==> src/rtl/jtpang_pal_pkg.sv <==
// Shared types for the palette write front-end: RAM geometry, queue entry layout,
// commit FSM states and the CPU-address to palette-RAM-address swizzle.
package jtpang_pal_pkg;

  localparam int PAL_AW  = 12;
  localparam int PAL_DW  = 8;
  localparam int CPU_AW  = 11;
  localparam int ENTRY_W = 20;

  typedef enum logic [1:0] {
    IDLE     = 2'd0,
    WAIT_WIN = 2'd1,
    COMMIT   = 2'd2
  } pal_st_t;

  typedef struct packed {
    logic              bank;
    logic [CPU_AW-1:0] addr;
    logic [PAL_DW-1:0] data;
  } pal_entry_t;

  // Byte half selects the upper RAM half so {G,B} and {0,R} live in separate 1K blocks
  function automatic logic [PAL_AW-1:0] pal_swizzle(input logic [CPU_AW-1:0] a,
                                                    input logic bank);
    return {a[0], bank, a[CPU_AW-1:1]};
  endfunction

endpackage

==> src/rtl/jtpang_palwr_fifo.sv <==
// Synchronous FIFO, depth 2^AW, read data valid combinationally at the head.
// Latency: push visible one clk later; backpressure: push ignored when full unless popping.
module jtpang_palwr_fifo #(
  parameter int AW = 4,
  parameter int DW = 20
) (
  input  logic          clk,
  input  logic          rst,
  input  logic          push,
  input  logic [DW-1:0] din,
  input  logic          pop,
  output logic [DW-1:0] dout,
  output logic          full,
  output logic          empty,
  output logic [AW:0]   level
);

  logic [DW-1:0] mem [0:(1<<AW)-1];
  logic [AW:0]   wr_ptr;
  logic [AW:0]   rd_ptr;
  logic          push_ok;
  logic          pop_ok;

  assign empty   = (wr_ptr == rd_ptr);
  assign full    = (wr_ptr[AW] != rd_ptr[AW]) && (wr_ptr[AW-1:0] == rd_ptr[AW-1:0]);
  assign level   = wr_ptr - rd_ptr;
  assign pop_ok  = pop & ~empty;
  // A full queue still accepts a push in the cycle a slot is freed
  assign push_ok = push & (~full | pop_ok);
  assign dout    = mem[rd_ptr[AW-1:0]];

  always_ff @(posedge clk or posedge rst) begin
    if (rst) begin
      wr_ptr <= '0;
      rd_ptr <= '0;
    end else begin
      if (push_ok) wr_ptr <= wr_ptr + 1'b1;
      if (pop_ok)  rd_ptr <= rd_ptr + 1'b1;
    end
  end

  always_ff @(posedge clk) begin
    if (push_ok) mem[wr_ptr[AW-1:0]] <= din;
  end

endmodule

==> src/rtl/jtpang_palwr.sv <==
// Palette write front-end: queues CPU palette writes, commits them in blanking/video-off.
// Latency: strobe edge N -> ram_we N+3; stalls CPU (cpu_wait) when pending and queue full.
// JTPANG_PALWR_HBLANK_EN: also open the commit window during horizontal blank.
module jtpang_palwr
  import jtpang_pal_pkg::*;
#(
  parameter int FIFO_AW = 4
) (
  input  logic              clk,
  input  logic              rst,
  input  logic              pxl_cen,
  input  logic              LHBL,
  input  logic              LVBL,
  input  logic              video_en,
  input  logic              pal_bank,
  input  logic              pal_cs,
  input  logic              wr_n,
  input  logic [CPU_AW-1:0] cpu_addr,
  input  logic [PAL_DW-1:0] cpu_dout,
  output logic              cpu_wait,
  output logic [PAL_AW-1:0] ram_addr,
  output logic [PAL_DW-1:0] ram_din,
  output logic              ram_we,
  output logic              busy
);

  logic           strobe;
  logic           strobe_l;
  logic           stb_edge;
  logic           pend_vld;
  pal_entry_t     pend;
  pal_entry_t     head;
  logic           fifo_full;
  logic           fifo_empty;
  logic [FIFO_AW:0] fifo_level;
  logic           win_now;
  logic           win_r;
  logic           push;
  logic           pop;
  logic           last_pop;
  pal_st_t        st;
  logic           unused_ok;

  assign strobe   = pal_cs & ~wr_n;
  assign stb_edge = strobe & ~strobe_l;

`ifdef JTPANG_PALWR_HBLANK_EN
  assign win_now   = ~video_en | ~LVBL | ~LHBL;
  assign unused_ok = pxl_cen;
`else
  assign win_now   = ~video_en | ~LVBL;
  assign unused_ok = ^{pxl_cen, LHBL};
`endif

  assign pop      = win_r & ~fifo_empty;
  assign push     = pend_vld & (~fifo_full | pop);
  assign last_pop = pop & ~push & (fifo_level == (FIFO_AW+1)'(1));
  assign cpu_wait = pend_vld & fifo_full;
  assign busy     = pend_vld | ~fifo_empty;

  jtpang_palwr_fifo #(
    .AW (FIFO_AW),
    .DW (ENTRY_W)
  ) u_fifo (
    .clk   (clk),
    .rst   (rst),
    .push  (push),
    .din   (pend),
    .pop   (pop),
    .dout  (head),
    .full  (fifo_full),
    .empty (fifo_empty),
    .level (fifo_level)
  );

  always_ff @(posedge clk or posedge rst) begin
    if (rst) begin
      strobe_l <= 1'b0;
      win_r    <= 1'b0;
      pend_vld <= 1'b0;
      pend     <= '0;
      ram_we   <= 1'b0;
      ram_addr <= '0;
      ram_din  <= '0;
      st       <= IDLE;
    end else begin
      strobe_l <= strobe;
      win_r    <= win_now;

      // An edge arriving while the held entry cannot drain is dropped, never overwrites it
      if (stb_edge && (!pend_vld || push)) begin
        pend_vld  <= 1'b1;
        pend.bank <= pal_bank;
        pend.addr <= cpu_addr;
        pend.data <= cpu_dout;
      end else if (push) begin
        pend_vld <= 1'b0;
      end

      ram_we <= pop;
      if (pop) begin
        ram_addr <= pal_swizzle(head.addr, head.bank);
        ram_din  <= head.data;
      end

      case (st)
        IDLE: begin
          if (!fifo_empty)
            st <= !win_r ? WAIT_WIN : (last_pop ? IDLE : COMMIT);
        end
        WAIT_WIN: begin
          if (win_r) st <= last_pop ? IDLE : COMMIT;
        end
        COMMIT: begin
          if (last_pop || fifo_empty) st <= IDLE;
          else if (!win_r)            st <= WAIT_WIN;
        end
        default: st <= IDLE;
      endcase
    end
  end

endmodule

==> config.mk <==
export PLATFORM = sky130hd
export DESIGN_NAME = jtpang_palwr
export DESIGN_NICKNAME = d
export VERILOG_FILES = /design/src/rtl/jtpang_pal_pkg.sv /design/src/rtl/jtpang_palwr_fifo.sv /design/src/rtl/jtpang_palwr.sv
export SDC_FILE = /design/constraint.sdc
export NUM_CORES = 1
export LEC_CHECK = 0
export CORE_MARGIN = 1
export CORE_UTILIZATION = 45
export CTS_CLUSTER_DIAMETER = 30
export DETAILED_ROUTE_END_ITERATION = 8
export GPL_TIMING_DRIVEN = 0
export PLACE_DENSITY = 0.64
export SKIP_LAST_GASP = 1
export SLEW_MARGIN = 10
export SYNTH_ARGS = -nofsm -noshare
export SYNTH_HDL_FRONTEND = slang
export SYNTH_SLANG_ARGS = --single-unit
==> constraint.sdc <==
create_clock -name clk -period 3.23 [get_ports clk]
set_input_delay 0.323 -clock clk [delete_from_list [all_inputs] [get_ports clk]]
set_output_delay 0.323 -clock clk [all_outputs]
set_load 0.02 [all_outputs]
==> results of run 1 <==
cell usage in the layout, fill, tap and decap left out, types with 8 or more instances in the layout:
cell type,netlist,routed
a22oi_1,40,40
and3_1,12,11
buf_4,8,8
buf_6,5,8
clkbuf_1,17,25
clkbuf_16,0,59
clkdlybuf4s50_1,0,48
clkinv_2,0,12
clkinvlp_4,0,9
dfrtp_1,54,54
edfxtp_1,320,320
mux2_2,41,41
mux4_2,80,80
nand2_1,23,23
xnor2_1,13,13
stage by stage:
stage	utilization, %	power (mW)	area [µm²]	hold WS (ps)
finish	56.1	16.4	17400	20.2
global route	56.1	17.0	17400	24.2
CTS	56.1	16.5	17300	14.0
detailed placement	49.8	10.4	15400	497
global placement	49.5	10.3	15300	487
floorplan	-	8.98	14300	391
cell type report:
cell class	instances	area (µm²)
Timing Repair Buffer	53	562
Inverter	7	26.3
Multi-Input combinational cell	244	3140
Clock inverter	39	377
Sequential cell	374	11000
Clock buffer	73	1590
Tap cell	396	495
Fill cell	2306	13600
Buffer	35	203
final timing paths:
check	from	slack [ps]	depth (start not counted)	to
min	rst	20	2	ram_addr[1]
max in group asynchronous	rst	2560	4	ram_din[2]
max reg2reg	u_fifo.rd_ptr[4]	290	4	u_fifo.mem[2][6]
min reg2reg	ram_addr[7]	510	1	ram_addr[7]
min in group clk	video_en	260	2	win_r
max	u_fifo.wr_ptr[3]	200	6	cpu_wait
metal layers:
metal	GRT usage (%)	vias to the layer above	wire, µm	share of wire, %
met4	8.14	0	1090	3.5
met5	0	-	0	0
met3	3.33	74	1610	5.2
li1	-	2974	-	-
met1	25.5	3624	12600	41
met2	32.5	241	15400	50
flip-flops by register name, summed over array words and instances, names as in the netlist:
register / flops
u_fifo.rd_ptr: 5
u_fifo.wr_ptr: 5
pend: 20
pend_vld: 1
win_r: 1
u_fifo.mem: 320
ram_addr: 12
strobe_l: 1
ram_din: 8
ram_we: 1
cell families (layout without fill, tap and decap cells):
| kind of cell | after synthesis | after routing | synth area share [%] |
|---|---|---|---|
| DFF | 374 | 374 | 76.6 |
| xor gates and xnor gates | 14 | 14 | 0.857 |
| adders and majority gates | 5 | 5 | 0.437 |
| and+or+nand+nor | 53 | 53 | 1.90 |
| buffers and inverters | 42 | 207 | 1.60 |
| AOI/OAI and AO/OA | 50 | 50 | 2.73 |
| muxes | 122 | 122 | 15.9 |
where the power goes:
part,switching (mW),total [mW],internal (mW)
clock,2.20,6.10,3.90
combinational,2.11,4.02,1.91
sequential,0.422,6.28,5.86
total,4.73,16.4,11.7
==> impl.org, run 1 <==
** Floorplan
- Core area :: 30900 µm²
- Number of top-level pins :: 51
- The die is 180 µm wide.
- Die span in y :: 180 µm
- DIE AREA :: 32500 µm²
- Row generation in the floorplan step produced 64 rows.
- For this configuration, the core starts out at a cell density of a little under half.

** Timing
- The smallest clock period supported by the final layout is computed as ~3000 ps.
- Headroom to the max-slew limit came out at 17.7%.
- In the finished design, the share of the clock period the worst path needs comes to 93.9%.
- Between clock sinks in the finished design, the worst skew comes to 29.0 ps.
- Setup slack of the critical path after layout :: 199 ps
- Count of final setup violators :: 0
- RSZ-0062 raised after global routing :: no
- The hold violation count in the final report is 0.
- Setup total negative slack on the finished layout was measured at 0 ps.
- Final count of pins violating max slew :: 0
- Peak Freq :: 330 MHz
- Slew @ Worst Pin :: roughly 1200 ps

** GRT
- Global routing usage summed across all routing layers :: around 20%
- Entering global routing, the biggest net connects 23 pins.
- Global routing finished with a remaining overflow of 0.
- First-pass GRT wire length :: ~46000 µm
- The initial antenna violation count was 0.
- The via count of the first global-routing pass is 7545.

** Layout
- Compared with the post-synthesis result, the final layout area differs by 21.2%.
- The final layout contains 807 nets.
- The number of antenna diodes in the final layout is 0.
- Proportion of layout cells with a drive suffix above 1 :: 30.5%
- Once layout is complete, the cells apart from fillers number 1221.

** Detailed routing
- Once detail routing completed, the nets flagged for antenna violations numbered 0.
- Dividing the detail-routed wire length by the instance count gives 25.1 µm.
- Number of remaining DRC errors :: 0
- DR pass1 iterations :: 4
- The routed design has 30700 µm of wire.
- Violation count after the first detailed-routing iteration :: 566
- Using the TritonRoute via totals, the vias-per-cell ratio works out to 5.66.
- The routed layout has 6913 vias.

** Run
- Max-capacitance violation count :: 0

** Logic synthesis
- Top cells by count, synth :: edfxtp_1, mux4_2, dfrtp_1
- Share of the synthesized area in the top cell type :: 67.1%
- The mapped netlist covers 14300 µm².
- After synthesis, the netlist uses 33 different library cells.
- After synthesis, the share of flip-flops with an asynchronous set or reset is 14.4%.
- Synth Net Count :: 693
- Number of flip-flops and latches in the synthesized netlist :: 374
- For this run, the register share of the synthesized area comes to 76.6%.
- Synth area leader :: edfxtp_1
- Warnings, synthesis :: 0
- Count of mapped cells out of synthesis :: 660
- Among all flip-flop cells after synthesis, the most frequent one is edfxtp_1.
- Sorting the synthesized cells by area gives the leading types as edfxtp_1, mux4_2, dfrtp_1.
- Yosys mapped a number of flops with a built-in enable equal to 320.
- edfxtp_1 is the most common cell in the netlist.
- A synthesized cell averages 21.7 µm².

** Setup path
- Among all stages on the critical path, the largest delay is contributed by clkdlybuf4s50_1.
- Crit path required time :: 2910 ps
- Critical-path cell list :: buf_2, xnor2_1, nand4_1, buf_2, nor3_1, clkdlybuf4s50_1
- Crit path capture type :: output pin
- Critical Path AT :: 2710 ps
- STA classifies the critical path startpoint as a flip-flop.
- Most repeated library cell on the critical path :: buf_2
- Peak per-stage delay on the critical path :: ~730 ps
- Together, buffers and inverters on the worst path number 3.
- Crit path kind :: flip-flop to output pin
- The cell family contributing the most delay on the critical path is buffers and inverters.
- In this run the worst path has a maximum fanout of 10.

** Clock network
- Number of buffers added to fix hold violations after cts :: 0
- Insertion delay to the later sink of the worst-skew pair :: 580 ps
- The tree is rooted in a clkbuf_16.
- Counting the buffers created by CTS gives 59.
- Post-CTS Resized :: 0
- The H-tree generated during clock tree synthesis spans 2 levels.
- Post-CTS timing repair inserted 0 buffers for setup.
- Buffer levels on the longest clock path :: 3
- CTS sink cnt :: 374
- Clock-pin slew was measured on the worst setup and hold paths at 50 ps.
- TritonCTS built the clock tree.

** Run status
- Status :: complete, no violations

** Placement
- Once placement completed, the tool counted placed cells totaling between 1000 and 1500.
- Pre-CTS setup slack :: 286 ps
- Final Wtd Congestion :: ~0.8
- Count of buffers inserted at the top-level ports :: between 40 and 50
- The HPWL after detailed placement is 18700 µm.

** Min path
- The worst hold path belongs to the class input port to async pin.

** Power and ir drop
- Maximum vdd ir drop :: 501 µV
- The analysis attributes to cell leakage a power of between 5 and 6 nW.
- Pwr/cell area :: 945 nW/µm²
No activity file was read; power rests on OpenSTA's default activity.
==> run 2: changes to the inputs <==
CAP_MARGIN = 0   (was unset)
MAX_ROUTING_LAYER = met4   (was unset)
==> impl.org, run 2 (synthesized netlist as in run 1, its figures left out) <==
** Run status
- Status :: complete, no violations

** Clock network
- Setup Buffers After CTS :: 0
- The clock passes through at most 3 buffers.
- Inserted Clock Buffers :: 59
- Clock input transition at the sequential cells of the worst setup and hold paths :: 50 ps
- The number of hold buffers added after CTS was 0.
- Insertion delay to the later sink of the worst-skew pair :: 580 ps
- TritonCTS clock tree :: built
- CTS Root Cell :: clkbuf_16
- CTS sink cnt :: between 300 and 400
- The H-tree generated during clock tree synthesis spans 2 levels.
- Post-CTS Resized :: 0

** Layout
- Post-layout instance area :: 17400 µm²
- Post-layout net count :: 807
- Fill cells in the final layout number ~2300.
- Most frequent standard cell in the layout excluding fill and tap cells :: edfxtp_1
- Measured on the finished design, the core utilization comes to 56.1%.
- Number of flip-flops in the largest register :: 320
- Area added between synthesis and finish :: 21.2%
- Commonest non-fill, non-tap cells in the layout :: edfxtp_1, mux4_2, clkbuf_16, dfrtp_1, clkdlybuf4s50_1
- Cells with a size suffix above 1 make up a little under a third of the layout.
- Count of placed standard cells in the final layout, fillers left out :: between 1000 and 1500
- The number of antenna diodes in the final layout is 0.

** Setup path
- Of all nets on the critical path, the largest fanout is 10.
- Crit start category :: flip-flop
- STA classifies the critical path endpoint as an output pin.
- For the worst setup path, the data arrival time is about 2700 ps.
- STA puts the critical path data required time at 2910 ps.
- The worst setup path is of the flip-flop to output pin kind.

** Placement
- Including well taps, the total number of placed cells is 1109.
- Post-DP HPWL :: ~19000 µm
- Final Wtd Congestion :: 0.826
- The placed instances occupy a cell area of roughly 15000 µm².
- Input and output buffers added on the ports amount to 48.

** Power and ir drop
- Proportion of total power due to net switching :: 28.8%
- For this design the total switching power over the nets is 4.73 mW.
- The clock network is responsible for 37.2% of the overall power.
- Power comes to 16.4 mW.
- The internal portion of the total power is 11.7 mW.
- Reported leakage power :: 5.89 nW
- Sequential cell fraction of total power :: 38.3%
- Maximum vdd ir drop :: 501 µV
- Power spread over the standard cell area amounts to 945 nW/µm².
- Comb power frac :: approximately 25%

** GRT
- Pin count of the biggest net entering global routing :: 23
- The initial antenna violation count was 0.
- The first global-routing pass estimated approximately 46000 µm of wire.
- Final global-route overflow total :: 0
- Global routing consumed, over all layers together, 20.1% of the routing resources.
- Vias in the first global route :: 7534

** Timing
- Setup repair after global routing left no endpoint under its margin.
- Dividing the final minimum period by the clock period gives a little over nine tenths.
- In the final timing run, aggregate negative setup slack is 0 ps.
- The total count of max-transition violations in the final report was 0.
- Worst setup skew after layout :: 27.2 ps
- Count of final setup violators :: 0
- At the pin with the least slew margin, the transition time is roughly 1200 ps.
- Worst slew slack as a fraction of its limit :: between 15 and 20%
- The hold violation count in the final report is 0.
- Final critical path time including I/O delays and setup :: between 3000 and 4000 ps
- For this run, the top clock speed supported by timing is ~330 MHz.

** Detailed routing
- For this run, design rule violations remaining after detail routing come to 0.
- The final layout contains routed wiring with a total length of 30800 µm.
- Wire length on met3 :: about 1500 µm
- For this block, the initial DRC count from the detailed router was about 560.
- Routed wirelength normalized by instance count :: 25.2 µm
- Remaining number of nets flagged by the antenna check after routing :: 0
- WL met2 :: 15500 µm
- For this run, the detailed router's first-pass iteration total came to 5.
- After detailed routing, the wire length on met1 is 12600 µm.
- Vias after detailed routing :: 6943
- Routed signal wires occupy layers up through met4.
- After detailed routing, the number of vias per cell comes to 5.69.

** Floorplan
- The floorplan step defined a die boundary enclosing between 30000 and 40000 µm².
- Pin placement for this block handled 51 I/O pins.
- In this run the standard cell core region covers 30900 µm².
- For this configuration, the core starts out at a cell density of 46.3%.
- Die span in y :: 180 µm
- # rows :: 64
- Width of the chip :: 180 µm

** Run
- Max-capacitance violation count :: 0

** Min path
- The worst hold path belongs to the class input port to async pin.
[run 2: cell counts in the layout (fill, tap and decap cells not counted)]
Identical to the previous run, type by type.
[run 2: area by class of cell]
| cell class | instances | area (µm²) | area share [%] |
|---|---|---|---|
| inverters | 7 | 26.3 | 0.151 |
| clock inverters | 39 | 377 | 2.17 |
| well taps | 396 | 495 | 2.86 |
| repair buffers | 53 | 562 | 3.24 |
| plain buffers | 35 | 203 | 1.17 |
| flip-flops and latches | 374 | 11000 | 63.2 |
| multi-input cells | 244 | 3140 | 18.1 |
| clock buffers | 73 | 1590 | 9.16 |
[run 2: through the flow]
stage	hold slack, ps	setup WS [ps]
after floorplan	391	316
after global placement	487	-1280
after detailed placement	497	286
after CTS	14.0	199
after global routing	24.2	49.0
final	21.1	192
[run 2: worst paths after layout]
check,start,end,slack [ps],depth (start not counted)
max,u_fifo.wr_ptr[3],cpu_wait,190,6
min,rst,ram_addr[1],20,2
max reg2reg,u_fifo.rd_ptr[4],u_fifo.mem[2][6],280,4
min reg2reg,ram_din[0],ram_din[0],510,1
max in group asynchronous,rst,ram_din[2],2560,4
min in group clk,video_en,win_r,260,2
[run 2: power by group through the flow]
stage	combinational [mW]	sequential, mW	clock, mW
floorplan	2.63	6.36	0
finish	4.02	6.28	6.09
global route	4.30	6.34	6.40
detailed placement	4.04	6.38	0
global placement	3.95	6.32	0
CTS	4.07	6.29	6.18
[run 2: metal layers]
metal,GRT usage [%],up-vias
met3,3.29,74
met2,32.6,234
li1,-,2976
met1,25.5,3659
met5,-,-
met4,8.14,0
[run 2: worst max-delay path, stage by stage, from the launching register on]
cell             delay, ps
dfrtp_1                370
buf_2                  190
xnor2_1                140
nand4_1                120
buf_2                  200
nor3_1                 410
clkdlybuf4s50_1        730
==> run 3: changes to the inputs <==
CORE_UTILIZATION = 24   (was 45)
PLACE_DENSITY = 0.4   (was 0.64)
==> impl.org, run 3 (synthesized netlist as in run 1, its figures left out) <==
** Detailed routing
- The first TritonRoute pass finished after 4 iterations.
- Summed over all layers, the routed wires come to 35700 µm.
- Vias after detailed routing :: roughly 6900
- In the routed layout, each cell is associated on average with a via count of 4.22.
- Violation count after the first detailed-routing iteration :: 413
- Number of remaining DRC errors :: 0
- In the final routed layout, each cell accounts on average for 21.8 µm.
- Remaining number of nets flagged by the antenna check after routing :: 0

** Clock network
- Buffer levels on the longest clock path :: 3
- The later pin in the worst-skew pair is clocked with a latency of 600 ps.
- Gates resized during post-CTS repair numbered 0.
- CTS saw 374 sinks.
- Counting the buffers created by CTS gives 81.
- In this run, post-CTS hold repair placed 0 buffers.
- Post-CTS timing repair inserted 0 buffers for setup.
- TritonCTS built the clock tree.
- Clock-pin slew was measured on the worst setup and hold paths at around 50 ps.
- CTS Root Cell :: clkbuf_16
- H-tree depth :: 3

** Timing
- Between clock sinks in the finished design, the worst skew comes to 21.9 ps.
- Peak Freq :: ~340 MHz
- Setup repair after global routing left no endpoint under its margin.
- Hold violation count in the final report :: 0
- At the pin with the least slew margin, the transition time is 1130 ps.
- Setup violations remaining at the end of the flow were counted as 0.
- Worst slew slack as a fraction of its limit :: 24.3%
- Final count of pins violating max slew :: 0
- The tightest hold path in the finished design has a slack of ~53 ps.
- Fin crit share :: 91.2%
- The worst path needs about 2900 ps of the cycle, external delays included.

** Setup path
- Among all stages on the critical path, the largest delay is contributed by clkdlybuf4s50_1.
- Buffers plus inverters on the worst setup path :: 2
- Cell family with the largest share of critical-path delay :: buffers and inverters
- In this design, the stage delay of the slowest critical-path cell is 670 ps.
- Data on the critical path is required at its endpoint by about 2900 ps.
- For the worst flop-to-flop path, the logic depth is 6.
- Data on the critical path arrives at its endpoint at 2620 ps.
- Crit path kind :: flip-flop to output pin
- Worst R2R Start :: u_fifo.rd_ptr[1]
- Crit start category :: flip-flop
- R2R Setup Slk :: ~400 ps
- Worst-path fanout max :: 10
- Worst r2r dst :: ram_addr[10]
- The critical path goes through xnor2_1, nand4_1, buf_2, nor3_1, clkdlybuf4s50_1.
- STA classifies the critical path endpoint as an output pin.

** Min path
- Class of the worst hold path :: input port to async pin

** Power and ir drop
- Dividing total power by cell area gives a power density of 1010 nW/µm².
- Reported leakage power :: 6.27 nW
- Switching power :: 5.40 mW
- Internal power contribution :: 13.5 mW
- The clock network is responsible for 44.5% of the overall power.
- Per report_power, the combinational group accounts for 22.1% of the total.
- The worst-case IR drop observed on VDD is 592 µV.
- Proportion of total power due to net switching :: between 20% and 30%
- Sequential cells burn 33.4% of the power.

** Floorplan
- In this run the count of I/O pins placed on the die edge is 51.
- Measured along the x axis, the die boundary spans 246 µm.
- Effective utilization at floorplan :: 24.2%
- The floorplan step set the die height to approximately 250 µm.
- DIE AREA :: slightly above 60000 µm²
- Core area :: 59000 µm²
- In this run the core area contains 89 standard-cell rows.

** Placement
- Final Wtd Congestion :: between 0.6 and 0.7
- Placed cell area :: 15800 µm²
- Detailed placement finished with a half-perimeter wire length of 21000 µm.
- Count of buffers inserted at the top-level ports :: 48

** Layout
- The library cell used most frequently in the layout, excluding fill and tap cells, is edfxtp_1.
- Post-layout net count :: 828
- The number of antenna diodes in the final layout is 0.
- Of the cells placed in the final design, the portion with a size suffix greater than 1 is between 30% and 40%.
- The register with the most flip-flops in the layout has 320 of them.
- Post-layout instance area :: 18600 µm²
- Area added between synthesis and finish :: 30.3%
- Commonest non-fill, non-tap cells in the layout :: edfxtp_1, clkbuf_16, mux4_2, dfrtp_1, clkdlybuf4s50_1

** GRT
- Across every metal layer, demand over resource in global routing totals ~13%.
- For this run the aggregate overflow at the end of global routing stands at 0.
- The first global-routing pass estimated approximately 53000 µm of wire.
- The initial antenna violation count is 0.
- The via count of the first global-routing pass came to 7633.
- Pin count of the biggest net entering global routing :: 38

** Run status
- The flow ran to the end, and the final reports show no timing, DRC or antenna violations.

** Run
- Max-cap violations in this run came to 0.
run 3: changes by cell type in the layout (fill, tap and decap cells not counted), moves of 2 or more:
cell,previous run,this run
and3_1,11,2
and3_2,1,10
buf_4,8,10
buf_6,8,6
bufinv_16,5,12
clkbuf_1,25,30
clkbuf_16,59,82
clkbuf_8,6,2
clkinv_2,12,14
clkinv_8,0,3
clkinvlp_4,9,11
run 3: area by class of cell:
cell class                 instances  area (µm²)
sequential                       374       11000
clock inverter                    55         673
inverter                           7        28.8
tap                              773         967
fill                            5684       40400
buffer                            35         203
clock buffer                      97        2130
timing repair buffer              52         534
multi-input combinational        244        3150
run 3: metrics by stage:
stage | std cells | TNS (ps) | power [mW] | setup slack, ps | utilization (%)
finish | 1637 | 0 | 18.8 | 286 | 31.6
global route | 1637 | 0 | 19.7 | 116 | 31.6
CTS | 1637 | 0 | 19.2 | 152 | 31.6
detailed placement | 1485 | 0 | 10.7 | 376 | 26.8
global placement | 1481 | -46530 | 10.6 | -1720 | 26.7
floorplan | 660 | 0 | 8.98 | 316 | -
run 3: worst reg2reg max path: cells and delay by family (launching register included):
kind                   cells  cell delay [ps]
muxes                      2              750
DFF                        1              380
AOI/OAI and AO/OA          1              410
buffers and inverters      2              910
and+or+nand+nor            1              270
run 3: worst max path at each step:
stage                           from           endpoint  slack [ps]  cells past startpoint
detailed placement  u_fifo.rd_ptr[1]       ram_addr[10]         380                      6
finish              u_fifo.rd_ptr[2]           cpu_wait         290                      5
global route        u_fifo.rd_ptr[2]           cpu_wait         120                      5
global placement    u_fifo.wr_ptr[3]  u_fifo.mem[3][10]       -1720                      6
CTS                 u_fifo.rd_ptr[2]           cpu_wait         150                      5
floorplan           u_fifo.wr_ptr[3]   u_fifo.mem[3][0]         320                      6
run 3: metal layers:
| layer | track usage [%] | share of wire (%) |
|---|---|---|
| met5 | - | 0 |
| met4 | 4.29 | 2.4 |
| met3 | 3.29 | 5.2 |
| met2 | 19.1 | 47 |
| met1 | 16.3 | 45 |
run 3: power groups by stage:
stage               clock [mW]  combinational (mW)  sequential [mW]
finish                    8.38                4.17             6.29
global route              8.80                4.53             6.36
CTS                       8.55                4.29             6.31
detailed placement           0                4.27             6.39
global placement             0                4.24             6.39
floorplan                    0                2.63             6.36
